===== src/rtl/rgb_colour_pkg.sv =====
// Shared palette definitions for the colour-code <-> RGB converters.
package rgb_colour_pkg;

  localparam int unsigned CHAN_W = 8;
  localparam int unsigned RGB_W  = 24;
  localparam int unsigned CODE_W = 3;

  localparam int unsigned R_LSB = 16;
  localparam int unsigned G_LSB = 8;
  localparam int unsigned B_LSB = 0;

  typedef enum logic [CODE_W-1:0] {
    BLACK   = 3'd0,
    BLUE    = 3'd1,
    GREEN   = 3'd2,
    CYAN    = 3'd3,
    RED     = 3'd4,
    MAGENTA = 3'd5,
    YELLOW  = 3'd6,
    WHITE   = 3'd7
  } colour_e;

  localparam logic [RGB_W-1:0] RGB_BLACK   = 24'h000000;
  localparam logic [RGB_W-1:0] RGB_BLUE    = 24'h0000FF;
  localparam logic [RGB_W-1:0] RGB_GREEN   = 24'h00FF00;
  localparam logic [RGB_W-1:0] RGB_CYAN    = 24'h00FFFF;
  localparam logic [RGB_W-1:0] RGB_RED     = 24'hFF0000;
  localparam logic [RGB_W-1:0] RGB_MAGENTA = 24'hFF00FF;
  localparam logic [RGB_W-1:0] RGB_YELLOW  = 24'hFFFF00;
  localparam logic [RGB_W-1:0] RGB_WHITE   = 24'hFFFFFF;

  typedef struct packed {
    logic [CHAN_W-1:0] r;
    logic [CHAN_W-1:0] g;
    logic [CHAN_W-1:0] b;
  } rgb_t;

  typedef struct packed {
    colour_e colour;
    logic    exact;
  } class_t;

  // A channel is on the palette rail when fully off or fully on.
  function automatic logic chan_is_rail(input logic [CHAN_W-1:0] c);
    return (c == 8'h00) || (c == 8'hFF);
  endfunction

  // Forward mapping used by the code-to-RGB converter.
  function automatic logic [RGB_W-1:0] palette_rgb(input colour_e code);
    logic [RGB_W-1:0] rgb;
    unique case (code)
      BLACK:   rgb = RGB_BLACK;
      BLUE:    rgb = RGB_BLUE;
      GREEN:   rgb = RGB_GREEN;
      CYAN:    rgb = RGB_CYAN;
      RED:     rgb = RGB_RED;
      MAGENTA: rgb = RGB_MAGENTA;
      YELLOW:  rgb = RGB_YELLOW;
      default: rgb = RGB_WHITE;
    endcase
    return rgb;
  endfunction

endpackage


===== src/rtl/rgb_classify.sv =====
// Combinational nearest-palette classifier: per-channel threshold plus exact-value flag.
module rgb_classify
  import rgb_colour_pkg::*;
#(
  parameter logic [CHAN_W-1:0] THRESH = 8'h80
) (
  input  logic [RGB_W-1:0] rgb,
  output class_t           cls
);

  rgb_t px;

  always_comb begin
    px.r       = rgb[R_LSB +: CHAN_W];
    px.g       = rgb[G_LSB +: CHAN_W];
    px.b       = rgb[B_LSB +: CHAN_W];
    cls.colour = colour_e'({px.r >= THRESH, px.g >= THRESH, px.b >= THRESH});
    cls.exact  = chan_is_rail(px.r) && chan_is_rail(px.g) && chan_is_rail(px.b);
  end

endmodule


===== src/rtl/rgb_to_colour.sv =====
// Two-stage valid/ready pipeline classifying RGB pixels to 3-bit palette codes,
// with a saturating count of pixels that were not exact palette values.
module rgb_to_colour
  import rgb_colour_pkg::*;
#(
  parameter logic [CHAN_W-1:0] THRESH = 8'h80,
  parameter int unsigned       CNT_W  = 16
) (
  input  logic              clk,
  input  logic              rst_n,
  input  logic              enable,
  input  logic              in_valid,
  output logic              in_ready,
  input  logic [RGB_W-1:0]  rgb_in,
  output logic              out_valid,
  input  logic              out_ready,
  output logic [CODE_W-1:0] colour_out,
  output logic              exact_out,
  input  logic              clr_cnt,
  output logic [CNT_W-1:0]  nonexact_cnt
);

  localparam logic [CNT_W-1:0] CNT_MAX = '1;

  class_t cls_c;
  class_t s1_data;
  class_t s2_data;
  logic   s1_valid;
  logic   s2_valid;
  logic   s2_free;
  logic   s1_adv;
  logic   accept;

  rgb_classify #(.THRESH(THRESH)) u_classify (
    .rgb (rgb_in),
    .cls (cls_c)
  );

  // Handshake: in_ready follows out_ready combinationally through both stages.
  always_comb begin
    s2_free  = !s2_valid || out_ready;
    s1_adv   = s1_valid && s2_free;
    in_ready = enable && rst_n && (!s1_valid || s1_adv);
    accept   = in_valid && in_ready;
  end

  // Pipeline registers; enable low freezes every stage.
  always_ff @(posedge clk or negedge rst_n) begin
    if (!rst_n) begin
      s1_valid <= 1'b0;
      s1_data  <= '0;
      s2_valid <= 1'b0;
      s2_data  <= '0;
    end else if (enable) begin
      if (s2_free) begin
        s2_valid <= s1_valid;
        if (s1_valid) s2_data <= s1_data;
      end
      if (accept) begin
        s1_valid <= 1'b1;
        s1_data  <= cls_c;
      end else if (s1_adv) begin
        s1_valid <= 1'b0;
      end
    end
  end

  // Clear is honoured even while disabled and beats a same-cycle increment.
  always_ff @(posedge clk or negedge rst_n) begin
    if (!rst_n) begin
      nonexact_cnt <= '0;
    end else if (clr_cnt) begin
      nonexact_cnt <= '0;
    end else if (accept && !cls_c.exact && (nonexact_cnt != CNT_MAX)) begin
      nonexact_cnt <= nonexact_cnt + CNT_W'(1);
    end
  end

  assign out_valid  = s2_valid;
  assign colour_out = CODE_W'(s2_data.colour);
  assign exact_out  = s2_data.exact;

endmodule


===== config.mk =====
export PLATFORM = sky130hd
export DESIGN_NAME = rgb_to_colour
export DESIGN_NICKNAME = d
export VERILOG_FILES = /design/src/rtl/rgb_colour_pkg.sv /design/src/rtl/rgb_classify.sv /design/src/rtl/rgb_to_colour.sv
export SDC_FILE = /design/constraint.sdc
export NUM_CORES = 1
export LEC_CHECK = 0
export CAP_MARGIN = 20
export CORE_UTILIZATION = 46
export CTS_BUF_LIST = sky130_fd_sc_hd__clkbuf_4
export DETAILED_ROUTE_END_ITERATION = 16
export MAX_ROUTING_LAYER = met4
export PLACE_DENSITY = 0.79
export SETUP_SLACK_MARGIN = 0.4
export SKIP_CTS_REPAIR_TIMING = 1
export SYNTH_ARGS = -nofsm -noshare
export SYNTH_HDL_FRONTEND = slang
export SYNTH_HIERARCHICAL = 1
export SYNTH_SLANG_ARGS = --single-unit
export TNS_END_PERCENT = 1

===== constraint.sdc =====
create_clock -name clk -period 2.27 [get_ports clk]
set_input_delay 0.681 -clock clk [delete_from_list [all_inputs] [get_ports clk]]
set_output_delay 0.681 -clock clk [all_outputs]
set_load 0.03 [all_outputs]

==> Yosys cells after proc, flatten, opt, wreduce, memory -nomap -nowiden <==
Cells that the tools add are included.
Widths: inputs -> output; s select.
{ "op_classes": {"order_cmp": 3, "multipliers": 0, "addsub": 1, "mux": 4, "shifts": 0, "bitwise_logic": 0, "n_reduce_logical": 25, "div": 0, "n_eq_ne": 4} }
{ "ops": {"columns": ["cell", "count"], "rows": [
  ["$mux 16", 2],
  ["$eq 8x8->1 const B", 3],
  ["$ge 8x8->1 const B", 3],
  ["$logic_not 8->1", 3],
  ["$add 16x1->16 const B", 1],
  ["$ne 16x16->1 const B", 1],
  ["$logic_and 1x1->1", 8],
  ["$reduce_and 2->1", 3],
  ["$logic_or 1x1->1", 5],
  ["$reduce_bool 2->1", 2],
  ["$logic_not 1->1", 3],
  ["$reduce_and 3->1", 1],
  ["$mux 1", 2]
]} }
{ "word_totals": {"register_bits": 26, "mem_count": 0, "latchBits": 0, "word_cells": 44, "rom_bits": 0, "out_inout_bits": 22, "ramBits": 0, "input_bits": 30} }

==> Depth between registers and ports, before layout <==
{ "logic_depth": {"word_depth": 10, "mapped_depth": 8, "depth_no_buf": 7} }

==> Modules after synthesis <==
The synthesis kept the hierarchy.
{ "modules_own_cells": {"columns": ["mod", "cells_each", "instances", "seq_area_each_um2", "area_per_inst_um2"], "rows": [
  ["rgb_to_colour", 125, 1, 650.6, 1336.3],
  ["rgb_classify", 22, 1, 0.0, 138.9]
]} }

==> Worst setup path after synthesis <==
OpenSTA, ideal clock, no wires.
{ "synth_path": {"path_kind": "input to register", "startpoint": "input rgb_in[16]", "endpoint": "register nonexact_cnt[15]", "setup_time_ns": 0.125, "stages": 8, "path_slack_ns": 0.006, "path_buffers": 1, "required_time_ns": 2.145, "t_arrival_ns": 2.140, "cell_sequence": "nor4_1 > nand2_1 > a222oi_1 > and3b_1 > nand4_1 > buf_2 > nor4_1 > mux2_2"} }
{ "synth_lines": {"columns": ["element", "line", "text"], "rows": [
  ["from (decl)", "rgb_to_colour.sv:14", "input logic [RGB_W-1:0] rgb_in,"],
  ["to (signal assigned)", "rgb_to_colour.sv:75", "nonexact_cnt <= nonexact_cnt + CNT_W'(1);"],
  ["to (decl)", "rgb_to_colour.sv:20", "output logic [CNT_W-1:0] nonexact_cnt"]
]} }

==> Worst setup path in the final report <==
{ "layout_path": {"startpoint": "register nonexact_cnt[8]", "endpoint": "output nonexact_cnt[8]"} }
No word-level cell between the ends.

==> PnR_summary.wiki <==
{| class="wikitable"
! Metric !! Value
|-
| Status || finished clean
|-
| Maximum number of pins on one net before global-route repair || 28
|-
| Critical path required time || 1.59 ns
|-
| Hpwl dp || 3.01 mm
|-
| Clock period minus worst slack || 2.21 ns
|-
| Crit path setup slack, layout || 0.0574 ns
|-
| Final hold violations || 0
|-
| Post-Synth Simple-Gate Area || 29.8%
|-
| Post-synthesis compound-gate area fraction || 13.5%
|-
| Post-Place Worst Slack || -0.658 ns
|-
| Post-Synthesis Net Count || 178
|-
| Global-route wire length before repair || 6.58 mm
|-
| Synth warn || 6
|-
| Element type at the critical path start || register
|-
| Bufs and invs on worst path || 1
|-
| Depth of the CTS H-tree || 1
|-
| All-layer global routing usage || 25.8%
|-
| Average wire per cell in the routed design || 16.8 um
|-
| Adder-cell area share of the yosys netlist || 0.848%
|-
| Critical-path top delay cell || sky130_fd_sc_hd__clkdlybuf4s50_1
|-
| Number of antenna-violating nets in the routed design || 0
|-
| WL final || 4.19 mm
|-
| Final Core Density || 74.4%
|-
| Latest clock arrival within the worst-skew pair || 0.34 ns
|-
| Slew Limit Headroom || 70.4%
|-
| DRC viols || 0
|-
| Routability-driven placement congestion ratio || 0.800
|-
| Count of vias placed by the detailed router || 1,483
|-
| Die area || 3440 um2
|-
| Post-synthesis instance area || 1480 um2
|-
| TritonCTS sink count || 26
|-
| Critical path launch point || nonexact_cnt[8]
|-
| Number of antenna violations at the first check in global routing || 0
|-
| Final Slew Violations || 0
|-
| Data arrival time of the critical path || 1.53 ns
|-
| Setup violation total in the final timing report || 0
|-
| Port Buffer Count || 51
|-
| Type of the setup path with the least slack || reg2out
|-
| Buffer type at the clock tree root || sky130_fd_sc_hd__clkbuf_4
|-
| Portion of netlist area occupied by mux cells || 7.63%
|-
| Path category of the worst min-delay check || in2async
|-
| Global route overflow || 0
|-
| Post-Synth XOR/XNOR Area || 0%
|-
| Iteration count of the initial detailed-routing pass || 4
|-
| LEAKAGE || 1.07 nW
|-
| Yosys cell types || 39
|-
| Core Area || 3050 um2
|-
| Critical Path End Type || output pin
|-
| Number of fillers in the final layout || 224
|-
| Clock-pin slew on the worst setup and hold paths || 0.16 ns
|-
| Buffer depth of the longest clock path || 2
|-
| Kind of cell with the highest combined delay on the critical path || buffers and inverters
|-
| Number of DRC markers after the initial detailed-route iteration || 114
|-
| Main combinational cell family by area after synthesis || simple AND/OR/NAND/NOR gates
|-
| Max VDD drop || 0.513 mV
|-
| Total CTS buffers || 3
|-
| Power Density || 514 nW/um2
|-
| Unrepaired setup endpoints after global routing || yes
|-
| Area growth from synthesis to layout || 53.9%
|-
| Mean instance size in the synthesized netlist || 10.0 um2
|-
| Share of the clock period used by the worst path || 97.5%
|-
| I/O pin cnt || 52
|-
| Fin Clk Skew || 0.0173 ns
|-
| Series of cell instances along the critical path || clkdlybuf4s50_1
|-
| Number of maximum-capacitance violations || 0
|-
| Startpoint of the lowest-slack register-to-register path || nonexact_cnt[0]
|-
| Starting density of the core || 48.3%
|-
| Worst Tran Pin Value || 0.442 ns
|-
| Maximum clock frequency || 452 MHz
|-
| Die outline height || 58.6 um
|-
| CTS tree || built
|-
| Gate Count Post-Synth || 147
|-
| Worst-path fanout max || 7
|-
| Fraction of layout cells with a size suffix above 1 || 22.0%
|-
| Yosys reg bits || 26
|-
| Vias in the first global route || 1,415
|-
| Final antenna diode count || 0
|-
| Part of the Yosys area used for sequential elements || 44.1%
|-
| Largest stage delay on the critical path || 0.71 ns
|-
| Vias per cell || 5.96
|-
| Chip Width || 58.6 um
|-
| Nets || 237
|-
| Row Count || 20
|}
==> cells in the mapped netlist <==
library cell | instances | area share (%)
sky130_fd_sc_hd__dfrtp_1 | 26 | 44
sky130_fd_sc_hd__a21oi_1 | 14 | 4.7
sky130_fd_sc_hd__nand2_1 | 11 | 2.8
sky130_fd_sc_hd__o31ai_1 | 10 | 5.1
sky130_fd_sc_hd__or4_1 | 10 | 5.1
sky130_fd_sc_hd__mux2_2 | 9 | 6.9
sky130_fd_sc_hd__nand4_1 | 9 | 3.8
sky130_fd_sc_hd__nor4_1 | 6 | 2.5
sky130_fd_sc_hd__clkbuf_1 | 5 | 1.3
sky130_fd_sc_hd__o21ai_0 | 4 | 1.4
sky130_fd_sc_hd__and3_1 | 3 | 1.3
sky130_fd_sc_hd__nor2_1 | 3 | 0.76
sky130_fd_sc_hd__nor2b_1 | 3 | 1.3
sky130_fd_sc_hd__or3_1 | 3 | 1.3
sky130_fd_sc_hd__buf_2 | 2 | 0.68
sky130_fd_sc_hd__inv_1 | 2 | 0.51
sky130_fd_sc_hd__nand3_1 | 2 | 0.68
sky130_fd_sc_hd__nand3b_1 | 2 | 1.0
sky130_fd_sc_hd__nor4_2 | 2 | 1.7
sky130_fd_sc_hd__or2_1 | 2 | 0.85
sky130_fd_sc_hd__a21o_1 | 1 | 0.51
sky130_fd_sc_hd__a222oi_1 | 1 | 0.68
sky130_fd_sc_hd__a22o_1 | 1 | 0.59
sky130_fd_sc_hd__and2_1 | 1 | 0.42
sky130_fd_sc_hd__and3_4 | 1 | 0.76
sky130_fd_sc_hd__and3b_1 | 1 | 0.59
sky130_fd_sc_hd__and4_4 | 1 | 0.76
sky130_fd_sc_hd__and4bb_4 | 1 | 1.1
sky130_fd_sc_hd__buf_1 | 1 | 0.25
sky130_fd_sc_hd__buf_6 | 1 | 0.76
sky130_fd_sc_hd__dlygate4sd3_1 | 1 | 0.68
sky130_fd_sc_hd__ha_1 | 1 | 0.85
sky130_fd_sc_hd__mux2_1 | 1 | 0.76
sky130_fd_sc_hd__nand2b_1 | 1 | 0.42
sky130_fd_sc_hd__nand4_2 | 1 | 0.85
sky130_fd_sc_hd__o211ai_1 | 1 | 0.51
sky130_fd_sc_hd__or2_2 | 1 | 0.42
sky130_fd_sc_hd__or3b_1 | 1 | 0.59
sky130_fd_sc_hd__or3b_4 | 1 | 0.76
==> logic make-up (layout without fill, tap and decap cells) <==
group | Yosys count | in the layout
buffers and inverters | 12 | 70
flip-flops | 26 | 26
adder cells (fa/ha/maj) | 1 | 1
AND/OR/NAND/NOR | 66 | 66
multiplexers | 10 | 10
AO/OA/AOI/OAI | 32 | 32
==> where the power goes <==
| group | switching, mW | leakage [nW] | total, mW | internal (mW) |
|---|---|---|---|---|
| Sequential | 0.0313 | 0.348 | 0.539 | 0.508 |
| Combinational | 0.151 | 0.692 | 0.302 | 0.151 |
| Clock | 0.148 | 0.0279 | 0.327 | 0.179 |
| Total | 0.331 | 1.07 | 1.17 | 0.838 |
==> placed cells by master (no fill, tap or decap), drive strengths merged, types with 4 or more instances in the layout <==
cell            n
o21ai           4
and3            4
nor4            8
o31ai          10
or4            10
nand2          11
dlymetal6s2s   25
a21oi          14
buf            13
dfrtp          26
clkdlybuf4s50  22
clkbuf          7
mux2           10
nand4          10
==> area by class of cell <==
cell class / count / area, um2 / area share [%]
Multi-Input combinational cell: 109 / 815 / 35.9
Clock inverter: 1 / 30.0 / 1.32
Tap cell: 44 / 55.1 / 2.42
Sequential cell: 26 / 651 / 28.7
Inverter: 2 / 7.51 / 0.331
Timing Repair Buffer: 64 / 691 / 30.4
Clock buffer: 3 / 22.5 / 0.992
==> metrics by stage <==
step / TNS [ns] / total power, mW / hold slack (ns) / cell area (um2) / instances
3_3_place_gp: -7.66 / 0.827 / 0.487 / 2090 / 242
6_report: 0 / 1.17 / 0.411 / 2270 / 249
3_5_place_dp: -9.06 / 0.845 / 0.494 / 2090 / 242
4_1_cts: -3.21 / 1.17 / 0.526 / 2140 / 246
2_1_floorplan: 0 / 0.672 / 0.385 / 1510 / 147
5_1_grt: -0.00676 / 1.21 / 0.416 / 2270 / 249
==> worst paths after layout <==
kind | to | depth (start not counted) | slack [ns]
worst min-delay path | nonexact_cnt[4] | 2 | 0.41
min in group clk | s1_data[2] | 1 | 0.52
max in group asynchronous | nonexact_cnt[12] | 2 | 1.71
worst max register to register | nonexact_cnt[14] | 5 | 0.22
worst max-delay path | nonexact_cnt[8] | 1 | 0.06
worst min register to register | s1_data[2] | 1 | 0.52
==> state kept, by name (all words and copies together), names as in the netlist <==
signal and cells:
s1_valid 1, out_valid 1, exact_out 1, nonexact_cnt 16, colour_out 3, s1_data 4
==> routing by layer <==
layer | GRT usage (%) | up-vias | share of wire (%)
met4 | 6.80 | 0 | 1.1
li1 | - | 688 | -
met5 | - | - | 0
met3 | 5.71 | 6 | 3.4
met1 | 33.1 | 744 | 44
met2 | 41.5 | 45 | 52
(Power assumes the default switching activity.)
==> edit, RTL diff (config.mk and constraints unchanged) <==
`G_LSB`: 8 -> 9.
--- a/src/rtl/rgb_colour_pkg.sv
+++ b/src/rtl/rgb_colour_pkg.sv
@@ -6,7 +6,7 @@
   localparam int unsigned CODE_W = 3;
 
   localparam int unsigned R_LSB = 16;
-  localparam int unsigned G_LSB = 8;
+  localparam int unsigned G_LSB = 9;
   localparam int unsigned B_LSB = 0;
 
   typedef enum logic [CODE_W-1:0] {
Function: changed (Yosys sat finds a counterexample within 4 cycles, from zero or initial values and one cycle with rst_n low).
==> edit against the original RTL <==
Critical path depth did not move; cell area rose by 0.55%; sequential cell count did not move; maximum frequency rose by 0.14%; sequential power fell by 0.7%; synthesized area rose by 0.93%; total power fell by 1.7%; largest power group unchanged; utilization rose by 0.41 points; die area rose by 0.89%; setup slack improved by 3.0 ps; wire length fell by 10%; highest routed layer unchanged; first-iteration DRC count fell by 39%; critical path type unchanged.
==> edit: results (changes against the original RTL) <==
worst r2r path cells=5 (unchanged); vias in the first global route=1390 (-1.8%); first-pass GRT wire length=5850 um (-11%); Seq/Total Area, Yosys=43.7% (-0.41 points); commonest cells in the netlist=dfrtp_1 (26), a21oi_1 (14), nand2_1 (11); GRT Util Overall=22.7% (-3.2 points); Inserted Diodes=0 (unchanged); Pleak=1.08 nW (+1.2%); post-synthesis average cell area=10.1 sq um (+0.93%); Synthesized Nets=178 (unchanged); Worst Path Arrival=1530 ps (about the same); Fillers=219 (-2.2%); HPWL after DPL=2680 um (-11%); DP Cell Count=245 (+1.2%); R2R Setup Slk=290 ps (+70 ps); max_slew headroom=72.8% (+2.4 points); slowest CP cell=clkdlybuf4s50_1; synth warn=6 (unchanged); routed len/inst=15.0 um (-11%); RD Place Congestion=0.759 (-5.2%); largest net degree at the start of global routing=27 (-3.6%); maximum vdd drop=0.545 mV (+6.2%); CTS clk-pin slew, worst paths=about 150 ps; Largest stage delay, worst path=710 ps (about the same); layout cells sized above 1=24.3% (+2.3 points); Buffers on Ports=50 (-2.0%); run status=finished clean; placed cell area=0.00211 sq mm (+1.1%); routed vias=1461 (-1.5%); Post-Route Skew=9.53 ps (-7.78 ps); nets@finish=238 (+0.42%); top post-synthesis cells by area=dfrtp_1 (44%), mux2_2 (6.8%), o31ai_1 (5.0%); count of cell types in the netlist=41 (+5.1%); Vias/cell=5.84 (-1.9%); First DRT Iteration DRCs=70 (-39%); Root Driver=clkbuf_4
edit: cell count changes after synthesis:
cell and delta:
nor4_4 +1, or2_1 -1, nor4_2 -1, clkbuf_1 -1, or2_2 +1, dlygate4sd1_1 +1
edit: cell families after synthesis:
| family | after synthesis | share of synthesized area, % |
|---|---|---|
| AND/OR/NAND/NOR | 66 | 30.1 |
| AO/OA/AOI/OAI | 32 | 13.4 |
| flip-flops | 26 | 43.7 |
| buffers and inverters | 12 | 4.45 |
| multiplexers | 10 | 7.56 |
| adder cells (fa/ha/maj) | 1 | 0.840 |
edit: through the flow:
step           worst slack [ps]  TNS, ps  utilization [%]  hold WS (ps)
5_1_grt                   -3.72    -3.72             74.8           547
3_5_place_dp               -579    -8910             69.1           494
2_1_floorplan              80.6        0                -           385
3_3_place_gp               -555    -8620             69.1           487
6_report                   60.5        0             74.8           523
4_1_cts                    -237    -3170             70.8           535
edit: report_power, final:
part,internal [mW],switching (mW)
logic,0.148,0.144
clock network,0.179,0.141
registers,0.507,0.0280
total,0.834,0.314
edit: worst min path at each step:
stage / to / cells after the start
floorplan: colour_out[0]$_DFFE_PN0P_ / 0
global placement: colour_out[0]$_DFFE_PN0P_ / 1
detailed placement: colour_out[2]$_DFFE_PN0P_ / 1
CTS: s1_data[3]$_DFFE_PN0P_ / 1
global route: colour_out[1]$_DFFE_PN0P_ / 3
finish: nonexact_cnt[8]$_DFFE_PN0P_ / 3
edit: cell type report:
class,instances,area share [%]
sequential,26,28.5
clock inverter,1,1.32
tap,44,2.41
multi-input combinational,109,36.4
clock buffer,3,0.986
timing repair buffer,65,30.0
inverter,2,0.329
edit: worst min-delay path: stages:
cell	delay [ps]
dlymetal6s2s_1	150
buf_4	140
buf_4	310
edit: per-layer routing:
layer,vias up,share of wire [%],global-route usage [%]
li1,685,-,-
met1,711,43,26.9
met2,61,51,40.1
met3,4,4.9,2.86
met4,0,0.96,6.46
met5,-,0,-
